File: src/rtl/fetch_pc_unit.sv
// fetch_pc_unit: program counter and single-outstanding instruction fetch.
// Holds the PC, forms sequential and branch-target addresses, runs the
// req/gnt/rvalid handshake to instruction memory and hands fetched words
// to decode over valid/ready.
// Optional feature macro: PC_MISALIGN_TRAP_EN (misaligned branch targets
// enter a FAULT state instead of being forced to word alignment).
module fetch_pc_unit #(
    parameter logic [31:0] RESET_PC = 32'h0000_0000,
    parameter logic [31:0] PC_INC   = 32'd4
) (
    input  logic        clk_i,
    input  logic        rst_n_i,
    input  logic        branch_i,
    input  logic [31:0] base_i,
    input  logic [31:0] offset_i,
    output logic        imem_req_o,
    output logic [31:0] imem_addr_o,
    input  logic        imem_gnt_i,
    input  logic        imem_rvalid_i,
    input  logic [31:0] imem_rdata_i,
    output logic        instr_valid_o,
    input  logic        instr_ready_i,
    output logic [31:0] instr_o,
    output logic [31:0] instr_pc_o,
    output logic        misalign_o
);

    typedef enum logic [2:0] {
        S_IDLE  = 3'd0,
        S_REQ   = 3'd1,
        S_WAIT  = 3'd2,
        S_HOLD  = 3'd3,
        S_FAULT = 3'd4
    } state_e;

    state_e      state_q, state_d;
    logic [31:0] pc_q, pc_d;
    logic        kill_q, kill_d;
    logic [31:0] instr_q, instr_d;
    logic [31:0] instr_pc_q, instr_pc_d;

    logic [31:0] target_sum;
    logic [31:0] target;
    logic        target_bad;

    // Branch target: base plus pre-shifted byte offset, carry discarded.
    always_comb begin
        target_sum = base_i + offset_i;
`ifdef PC_MISALIGN_TRAP_EN
        target     = target_sum;
        target_bad = |target_sum[1:0];
`else
        target     = {target_sum[31:2], 2'b00};
        target_bad = 1'b0;
`endif
    end

    // Next-state logic; a branch outranks every other event in every state.
    always_comb begin
        state_d    = state_q;
        pc_d       = pc_q;
        kill_d     = kill_q;
        instr_d    = instr_q;
        instr_pc_d = instr_pc_q;

        case (state_q)
            S_IDLE: begin
                if (branch_i) begin
                    pc_d    = target;
                    state_d = target_bad ? S_FAULT : S_REQ;
                end else begin
                    state_d = S_REQ;
                end
            end

            S_REQ: begin
                if (branch_i) begin
                    // A grant in the same cycle fetches the stale address; kill it.
                    pc_d    = target;
                    kill_d  = imem_gnt_i;
                    if (target_bad)
                        state_d = S_FAULT;
                    else if (imem_gnt_i)
                        state_d = S_WAIT;
                    else
                        state_d = S_REQ;
                end else if (imem_gnt_i) begin
                    state_d = S_WAIT;
                end
            end

            S_WAIT: begin
                if (branch_i) begin
                    pc_d = target;
                    if (imem_rvalid_i) begin
                        kill_d  = 1'b0;
                        state_d = target_bad ? S_FAULT : S_REQ;
                    end else begin
                        kill_d  = 1'b1;
                        state_d = target_bad ? S_FAULT : S_WAIT;
                    end
                end else if (imem_rvalid_i) begin
                    if (kill_q) begin
                        kill_d  = 1'b0;
                        state_d = S_REQ;
                    end else begin
                        instr_d    = imem_rdata_i;
                        instr_pc_d = pc_q;
                        state_d    = S_HOLD;
                    end
                end
            end

            S_HOLD: begin
                if (branch_i) begin
                    pc_d    = target;
                    state_d = target_bad ? S_FAULT : S_REQ;
                end else if (instr_ready_i) begin
                    pc_d    = pc_q + PC_INC;
                    state_d = S_REQ;
                end
            end

            S_FAULT: begin
                if (branch_i) begin
                    // A still-pending killed response must drain before a new request.
                    pc_d   = target;
                    kill_d = kill_q & ~imem_rvalid_i;
                    if (target_bad)
                        state_d = S_FAULT;
                    else if (kill_q && !imem_rvalid_i)
                        state_d = S_WAIT;
                    else
                        state_d = S_REQ;
                end else if (imem_rvalid_i) begin
                    kill_d = 1'b0;
                end
            end

            default: begin
                state_d = S_IDLE;
                kill_d  = 1'b0;
            end
        endcase
    end

    // State, PC and held-instruction registers; reset aborts any transaction.
    always_ff @(posedge clk_i or negedge rst_n_i) begin
        if (!rst_n_i) begin
            state_q    <= S_IDLE;
            pc_q       <= RESET_PC;
            kill_q     <= 1'b0;
            instr_q    <= 32'h0;
            instr_pc_q <= 32'h0;
        end else begin
            state_q    <= state_d;
            pc_q       <= pc_d;
            kill_q     <= kill_d;
            instr_q    <= instr_d;
            instr_pc_q <= instr_pc_d;
        end
    end

    // All outputs decode straight from registers.
    assign imem_req_o    = (state_q == S_REQ);
    assign imem_addr_o   = pc_q;
    assign instr_valid_o = (state_q == S_HOLD);
    assign instr_o       = instr_q;
    assign instr_pc_o    = instr_pc_q;
`ifdef PC_MISALIGN_TRAP_EN
    assign misalign_o    = (state_q == S_FAULT);
`else
    assign misalign_o    = 1'b0;
`endif

endmodule

File: config.mk
export PLATFORM = sky130hd
export DESIGN_NAME = fetch_pc_unit
export DESIGN_NICKNAME = d
export VERILOG_FILES = /design/src/rtl/fetch_pc_unit.sv
export SDC_FILE = /design/constraint.sdc
export NUM_CORES = 1
export LEC_CHECK = 0
export ABC_AREA = 1
export CAP_MARGIN = 10
export CORE_UTILIZATION = 49
export DETAILED_ROUTE_END_ITERATION = 7
export PLACE_DENSITY_LB_ADDON = 0.2
export SLEW_MARGIN = 25
export SYNTH_ARGS = -nofsm -noshare
export SYNTH_HDL_FRONTEND = slang
export SYNTH_SLANG_ARGS = --single-unit
File: constraint.sdc
create_clock -name clk_i -period 1.75 [get_ports clk_i]
set_input_delay 0.175 -clock clk_i [delete_from_list [all_inputs] [get_ports clk_i]]
set_output_delay 0.175 -clock clk_i [all_outputs]
set_load 0.005 [all_outputs]
==> impl_metrics.tcl, run 1 <==
set metrics [dict create \
    setup_viol 1 \
    via_per_inst 5.33 \
    reg2reg_from "state_q[0]" \
    die-area_sq_mm 0.0151 \
    routed_wl_um 25600 \
    synthAdderAreaFrac 0.0610 \
    synth.avg_cell_area_sq_um 6.82 \
    drv_cap 0 \
    grt_first_pass_wirelength_um 35200 \
    fin_ws_ns -0.0110 \
    post-route-period-util 1.01 \
    status "complete, but fails checks" \
    async_flop_share 1.00 \
    critPathTopFamily "flip-flops" \
    n_antenna_cell 0 \
    row_count 43 \
    gp_congestion 0.930 \
    core_sq_mm 0.0141 \
    reg2reg_depth 7 \
    irDropWorstVdd_mv 0.628 \
    yosys_warnings 0 \
    hpwlAfterDp_um 17700 \
    failed_checks "setup timing" \
    clk_path_buf_depth 2 \
    crit_type "reg2reg" \
    yosys-mux-area-fraction 0.0533 \
    slew_viol_final 0 \
    cts_buffers 9 \
    grt_pass1_vias 7364 \
    area_delta_synth_final_pct 58.6 \
    grt_antenna_before_repair 0 \
    cts_tree "yes" \
    syn_area_sq_mm 0.00718 \
    cp-start-kind "flop" \
    arrival_ns 1.98 \
    rsz0062_at_grt "true" \
    grt_usage 0.300 \
    wl_per_cell_um 16.7 \
    grt_max_degree 59 \
    synth-main-ff-cell "dfrtp_1" \
    yosysUniqueCellTypes 42 \
    r2r-end "instr_o[10]" \
    drive_above_1_share 0.236 \
    start_util 0.509 \
    placedCellCount 1489 \
    cp_slowest_cell "dfrtp_2" \
    clockRootBuffer "clkbuf_16" \
    r2r_setup_slack_ns -0.01 \
    drtIter0Drc 594 \
    crit_required_ns 1.97 \
    postRouteAntennaNets 0 \
    htree_levels 3 \
    fill_cells 915 \
    syn_inst 1052 \
    drc 0 \
    ys_seq_area_frac 0.331 \
    min_path_type "in2async" \
    port_buffers 195 \
    clk_pin_slew_worst_paths_ns 0.07 \
    layout_commonest_cell "nand2_1" \
    io_pins 201 \
    synth_edf_count 0 \
    synthSimpleGateAreaFrac 0.326 \
    power_leakage_nw 5.87 \
    clock_sinks 95 \
    grt_overflow 0 \
    dr_total_vias 8161 \
    synth_xor_area_frac 0.0183 \
    max_stage_delay_ns 0.46 \
    finalHoldViolations 0 \
    ys_seq_elements 95 \
    crit_top_cell "inv_2" \
    finalCriticalPeriod_ns 1.76 \
    clock_latency_ns 0.35 \
    final_cells 1531 \
    synth_top_family_by_area "simple AND/OR/NAND/NOR gates" \
    die_w_um 123 \
    critPathMaxFanout 7 \
    p_per_area_mw_per_mm2 1120 \
    path_buf_inv 3 \
    fin_setup_tns_ns -0.0110 \
    dieHeight_um 123 \
    fin_util 0.808 \
    p_total_mw 12.7 \
    first_pass_iters 6 \
    fmax_mhz 568 \
    synth_compound_area_frac 0.0983 \
    final_cell_mix "nand2_1, clkdlybuf4s50_1, inv_1, buf_4, dfrtp_1" \
    crit_path_end_kind "flop" \
    nets 1484 \
    fin_worst_skew_ns 0.00453 \
    path_cells "inv_2, ha_4, inv_2, nor3_4, nand2_4, buf_6, mux2_1" \
]
-- cells in the mapped netlist, types with 8 or more instances --
cell type  number  area [sq um]
nand3_1        57           285
nand4_1        10          62.6
xor2_1         13           114
buf_2          10          50.1
dfrtp_1        95          2380
nand2_1       350          1310
o21ai_1        17          85.1
ha_1           35           438
buf_4           8          60.1
a21oi_1        47           235
mux2_1         32           360
inv_1         166           623
nor2_1         77           289
inv_2           9          33.8
nor3_1         14          70.1
o21ai_0        45           225
-- kinds of logic (layout without fill, tap and decap cells) --
family,Yosys count,after routing
xor gates and xnor gates,15,15
AOI/OAI and AO/OA,129,129
and+or+nand+nor,542,542
other,1,5
buffers and inverters,201,496
muxes,34,34
DFF,95,95
adders and majority gates,35,35
-- routing by layer --
metal | vias up | track usage | wire length [um]
li1 | 3903 | - | -
met1 | 3794 | 0.362 | 10100
met2 | 387 | 0.523 | 12700
met3 | 77 | 0.0600 | 1860
met4 | 0 | 0.121 | 905
met5 | - | 0 | 0
-- flip-flops by register name, indices dropped and copies added, names as in the netlist --
name         cells
state_q          2
instr_o         32
imem_addr_o     30
instr_pc_o      30
kill_q           1
-- what timing repair did --
action,CTS,global route
setup endpoints to repair,14,81
gates cloned,0,6
buffers inserted,1,19
pin swaps,1,32
hold buffers,1,0
endpoints found under the hold margin,29,0
gates resized for setup,20,178
-- area by class of cell --
| cell class | instances | area [sq um] | share of cell area |
|---|---|---|---|
| clock buffer | 11 | 253 | 0.0222 |
| clock inverter | 4 | 77.6 | 0.00681 |
| inverter | 176 | 664 | 0.0584 |
| multi-input combinational | 760 | 4800 | 0.421 |
| sequential | 95 | 2390 | 0.210 |
| tap | 180 | 225 | 0.0198 |
| timing repair buffer | 305 | 2980 | 0.262 |
-- worst reg2reg max path: stages, from the launching register on --
cell and delay (ns):
dfrtp_2 0.46, inv_2 0.10, ha_4 0.14, inv_2 0.05, nor3_4 0.17, nand2_4 0.18, buf_6 0.20, mux2_1 0.34
-- per-stage QoR --
step           hold WS [ns]  cell area (sq um)  setup slack, ns
5_1_grt               0.347              11400          -0.0919
4_1_cts               0.326              10400         -0.00189
6_report              0.318              11400          -0.0110
2_1_floorplan        -0.121               7190            0.130
3_3_place_gp          0.146               9930           -0.408
3_5_place_dp          0.150               9930           -0.445
-- report_power, final --
| part | switching [mW] | internal (mW) | leakage, nW |
|---|---|---|---|
| registers | 0.815 | 3.15 | 1.16 |
| logic | 2.96 | 3.62 | 4.54 |
| clock network | 0.858 | 1.33 | 0.162 |
-- worst max-delay path by stage --
stage,from,endpoint,cells past startpoint
after floorplan,state_q[0],instr_o[0],7
after global placement,base_i[4],imem_addr_o[31],14
after detailed placement,base_i[4],imem_addr_o[31],14
after CTS,base_i[11],imem_addr_o[31],13
after global routing,imem_addr_o[6],imem_addr_o[31],10
final,state_q[0],instr_o[10],7
Power figures use the tool's default switching activity.
==> run 2: changes to the inputs <==
- CORE_UTILIZATION: 49 -> 50
- CTS_BUF_LIST: unset -> sky130_fd_sc_hd__clkbuf_8
- PLACE_DENSITY: unset -> 0.8
- PLACE_DENSITY_LB_ADDON: 0.2 -> unset
==> run 2 against run 1 <==
- the flow now finishes without violations
- sequential power shrank 3%
- die area is 2.0% lower
- flip-flop and latch count unchanged
- worst setup slack improved by 0.044 ns
- first-iteration DRC count decreased by 24%
- highest routed layer unchanged
- global-route usage fell by 0.74 points
- design area is 5.6% lower
==> impl_metrics.tcl, run 2 (synthesized netlist as in run 1, its figures left out) <==
set metrics [dict create \
    rsz0062_at_grt "true" \
    clk_pin_slew_worst_paths_ns 0.09 \
    critPathMaxFanout 4 \
    fin_worst_skew_ns 0.00900 \
    grt_first_pass_wirelength_um 33900 \
    final_cell_mix "nand2_1, clkdlybuf4s50_1, inv_1, dfrtp_1, buf_4" \
    grt_pass1_vias 7283 \
    final_area_sq_mm 0.0107 \
    startpoint "base_i[23]" \
    setup_viol 0 \
    grt_overflow 0 \
    seqCellArea_sq_mm 0.00238 \
    largest_register_ffs 32 \
    finalHoldViolations 0 \
    clock_sinks 95 \
    clockRootBuffer "clkbuf_8" \
    fmax_mhz 583 \
    r2r_setup_slack_ns 0.03 \
    clock_latency_ns 0.37 \
    row_count 43 \
    r2r-end "instr_o[12]" \
    reg2reg_depth 7 \
    p_per_area_mw_per_mm2 1050 \
    dr_total_vias 7924 \
    crit_required_ns 2.05 \
    drv_cap 0 \
    post-route-period-util 0.981 \
    min_path_type "in2async" \
    routed_wl_um 22600 \
    cts_buffers 9 \
    core_sq_mm 0.0139 \
    fin_hold_ws_ns 0.260 \
    drtIter0Drc 453 \
    grt_max_degree 41 \
    area_delta_synth_final_pct 49.7 \
    wl_per_cell_um 15.0 \
    drive_above_1_share 0.183 \
    fin_setup_tns_ns 0 \
    crit_type "in2reg" \
    arrival_ns 2.02 \
    die_w_um 122 \
    irDropWorstVdd_mv 0.497 \
    slew_viol_final 0 \
    port_buffers 195 \
    fill_cells 964 \
    htree_levels 3 \
    hpwlAfterDp_um 17500 \
    postRouteAntennaNets 0 \
    reg2reg_from "state_q[1]" \
    dieHeight_um 122 \
    grt_antenna_before_repair 0 \
    n_antenna_cell 0 \
    nets 1463 \
    cp-start-kind "input port" \
    place_area_sq_mm 0.00994 \
    power_leakage_nw 5.42 \
    die-area_sq_mm 0.0148 \
    layout_commonest_cell "nand2_1" \
    status "completed" \
    gp_congestion 0.934 \
    io_pins 201 \
    multi_input_area_sq_mm 0.00453 \
    start_util 0.515 \
    crit_path_end_kind "flop" \
    crit_end "imem_addr_o[28]" \
    finalCriticalPeriod_ns 1.72 \
    via_per_inst 5.25 \
    grt_usage 0.293 \
    first_pass_iters 5 \
    cts_tree "yes" \
    clk_path_buf_depth 2 \
    drc 0 \
]
run 2: cell count changes in the layout (fill, tap and decap cells not counted), sizes merged:
| cell | before | now |
|---|---|---|
| buf | 107 | 88 |
| clkdlybuf4s50 | 174 | 185 |
| dlymetal6s2s | 19 | 9 |
| clkbuf | 14 | 11 |
| bufinv | 2 | 0 |
| clkinvlp | 0 | 2 |
| dlygate4sd2 | 1 | 0 |
| inv | 176 | 177 |
run 2: routing by layer:
layer | up-vias | wire length [um] | GRT usage
met5 | - | 0 | 0
met4 | 0 | 881 | 0.134
met3 | 76 | 1800 | 0.0524
met2 | 360 | 11100 | 0.507
met1 | 3619 | 8850 | 0.352
li1 | 3869 | - | -
run 2: report_power, final:
part	switching, mW	internal [mW]
clock	0.814	0.560
combinational	2.76	3.27
sequential	0.711	3.13
run 2: layout make-up:
| type | instances | area share |
|---|---|---|
| inverter | 176 | 0.0616 |
| sequential | 95 | 0.222 |
| timing repair buffer | 284 | 0.257 |
| clock inverter | 5 | 0.00384 |
| multi-input combinational | 760 | 0.422 |
| tap | 180 | 0.0210 |
| clock buffer | 10 | 0.0128 |
run 2: worst min path at each step:
| stage | startpoint | end | depth (start not counted) |
|---|---|---|---|
| after CTS | rst_n_i | imem_addr_o[3] | 2 |
| after global routing | rst_n_i | imem_addr_o[2] | 2 |
| after floorplan | rst_n_i | imem_addr_o[10] | 0 |
| final | rst_n_i | imem_addr_o[3] | 2 |
| after global placement | rst_n_i | imem_addr_o[3] | 1 |
| after detailed placement | rst_n_i | imem_addr_o[3] | 1 |
run 2: stage by stage:
stage          utilization  cells  total power, mW  worst slack [ns]
2_1_floorplan            -   1056             6.10             0.130
3_3_place_gp         0.714   1489             9.33            -0.407
3_5_place_dp         0.714   1489             9.50            -0.464
4_1_cts              0.730   1506             10.9           0.00218
5_1_grt              0.771   1510             12.0           -0.0920
6_report             0.771   1510             11.3            0.0333
run 2: timing repair:
| item | CTS | global route |
|---|---|---|
| resized for setup | 7 | 115 |
| setup endpoints to repair | 6 | 87 |
| endpoints found under the hold margin | 28 | 0 |
| hold buffers | 1 | 0 |
| gates cloned | 0 | 1 |
| pin swaps | 0 | 9 |
| setup buffers | 1 | 3 |
run 2: critical path, cell delays in order:
cell and delay, ns:
clkdlybuf4s50_1 0.40, ha_1 0.36, nand2_1 0.12, nor2_2 0.17, nand2_1 0.13, nor2_1 0.13, nand2_1 0.12, nand3b_1 0.13
nand3_2 0.12, a21oi_1 0.14
==> run 3: changes to the inputs <==
- PLACE_DENSITY: 0.8 -> 0.83
==> run 3 against run 2 <==
- largest cell class unchanged
- the run now ends with setup timing left
- core utilization rose by 2.3 points
- critical path type is now reg2reg
- worst setup slack got worse by 0.11 ns
- highest routed layer unchanged
- non-clock buffer count rose by 6
- combinational power rose by 7.8%
- critical endpoint is now instr_o[6]
==> impl_metrics.tcl, run 3 (synthesized netlist as in run 1, its figures left out) <==
set metrics [dict create \
    fin_hold_ws_ns 0.307 \
    fin_worst_skew_ns 0.0121 \
    max_stage_delay_ns 0.43 \
    drv_cap 0 \
    grt_antenna_before_repair 0 \
    n_antenna_cell 0 \
    post-route-period-util 1.04 \
    hpwlAfterDp_um 17800 \
    grt_max_degree 54 \
    pre_cts_ws_ns -0.465 \
    crit_path_end_kind "flop" \
    gp_congestion 0.935 \
    failed_checks "setup timing" \
    first_pass_iters 5 \
    rsz0062_at_grt "true" \
    wl_met3_um 1940 \
    fin_ws_ns -0.0781 \
    p_per_area_mw_per_mm2 1090 \
    port_buffers 195 \
    finalHoldViolations 0 \
    htree_levels 3 \
    cp_slowest_cell "dfrtp_1" \
    grt_pass1_vias 7386 \
    cts_tree "yes" \
    dieHeight_um 122 \
    dr_total_vias 8151 \
    clk_pin_slew_worst_paths_ns 0.10 \
    power_leakage_nw 5.73 \
    clock_sinks 95 \
    routed_wl_um 26000 \
    clock_latency_ns 0.38 \
    io_pins 201 \
    drtIter0Drc 517 \
    postRouteAntennaNets 0 \
    crit_required_ns 2.02 \
    cts_buffers 9 \
    drive_above_1_share 0.216 \
    arrival_ns 2.09 \
    drc 0 \
    final_cell_mix "nand2_1, clkdlybuf4s50_1, inv_1, dfrtp_1, buf_4" \
    clockRootBuffer "clkbuf_8" \
    setup_viol 35 \
    start_util 0.515 \
    wl_met2_um 12800 \
    fmax_mhz 547 \
    critPathMaxFanout 9 \
    via_per_inst 5.37 \
    path_buf_inv 3 \
    die-area_sq_mm 0.0148 \
    grt_usage 0.300 \
    grt_first_pass_wirelength_um 34900 \
    top_layer "met4" \
    grt_overflow 0 \
    layout_commonest_cell "nand2_1" \
    area_delta_synth_final_pct 54.3 \
    clk_path_buf_depth 2 \
    min_path_type "in2async" \
    finalCriticalPeriod_ns 1.83 \
    nets 1469 \
    wl_met1_um 10300 \
    largest_register_ffs 32 \
    cp-start-kind "flop" \
    path_cells "inv_2, ha_4, inv_4, nor3_4, nand2_4, clkbuf_16, mux2_4" \
    wl_per_cell_um 17.2 \
    critPathTopFamily "flip-flops" \
    irDropWorstVdd_mv 0.551 \
    crit_type "reg2reg" \
    status "complete, but fails checks" \
    core_sq_mm 0.0139 \
    die_w_um 122 \
    row_count 43 \
    slew_viol_final 0 \
]
[run 3: layout make-up]
type,instances,area (sq um)
inverters,176,666
clock buffers,9,124
repair buffers,290,2890
clock inverters,7,95.1
well taps,180,225
fillers,952,2860
flip-flops and latches,95,2380
multi-input cells,760,4690
[run 3: worst paths after layout]
path | start | slack [ns] | to | cells after the start
max in group asynchronous | rst_n_i | 0.88 | instr_o[29] | 3
hold / removal | rst_n_i | 0.31 | imem_addr_o[3] | 2
setup reg to reg | state_q[0] | -0.08 | instr_o[6] | 7
hold reg to reg | instr_pc_o[20] | 0.49 | instr_pc_o[20] | 2
setup / recovery | state_q[0] | -0.08 | instr_o[6] | 7
min in group clk_i | imem_rdata_i[22] | 0.41 | instr_o[22] | 2
[run 3: power breakdown]
| group | internal [mW] | switching, mW |
|---|---|---|
| sequential | 3.14 | 0.830 |
| clock | 0.810 | 0.842 |
| combinational | 3.60 | 2.90 |
[run 3: per-layer routing]
metal,vias to the layer above,global-route usage
met5,-,0
met4,0,0.138
met1,3818,0.377
met2,393,0.505
met3,80,0.0440
li1,3860,-
[run 3: worst reg2reg max path, delay by kind of cell, from the launching register on]
kind,cells,cell delay (ns)
flip-flops,1,0.43
adder cells (fa/ha/maj),1,0.15
buffers and inverters,3,0.39
multiplexers,1,0.30
AND/OR/NAND/NOR,2,0.43
[run 3: per-stage QoR]
step / area, sq um / util / power, mW / instances / setup TNS [ns]
2_1_floorplan: 7190 / - / 6.10 / 1056 / 0
3_5_place_dp: 9890 / 0.710 / 9.43 / 1484 / -9.53
6_report: 11100 / 0.794 / 12.1 / 1517 / -1.70
4_1_cts: 10200 / 0.731 / 11.1 / 1501 / -0.0227
3_3_place_gp: 9890 / 0.710 / 9.24 / 1484 / -8.10
5_1_grt: 11100 / 0.794 / 12.8 / 1517 / -5.04
[run 3: what timing repair did]
action	in CTS	in global routing
hold buffers	1	0
setup endpoints to repair	6	60
setup buffers	0	9
resized for setup	8	170
endpoints found under the hold margin	31	0
pin swaps	1	22
cloned	0	7
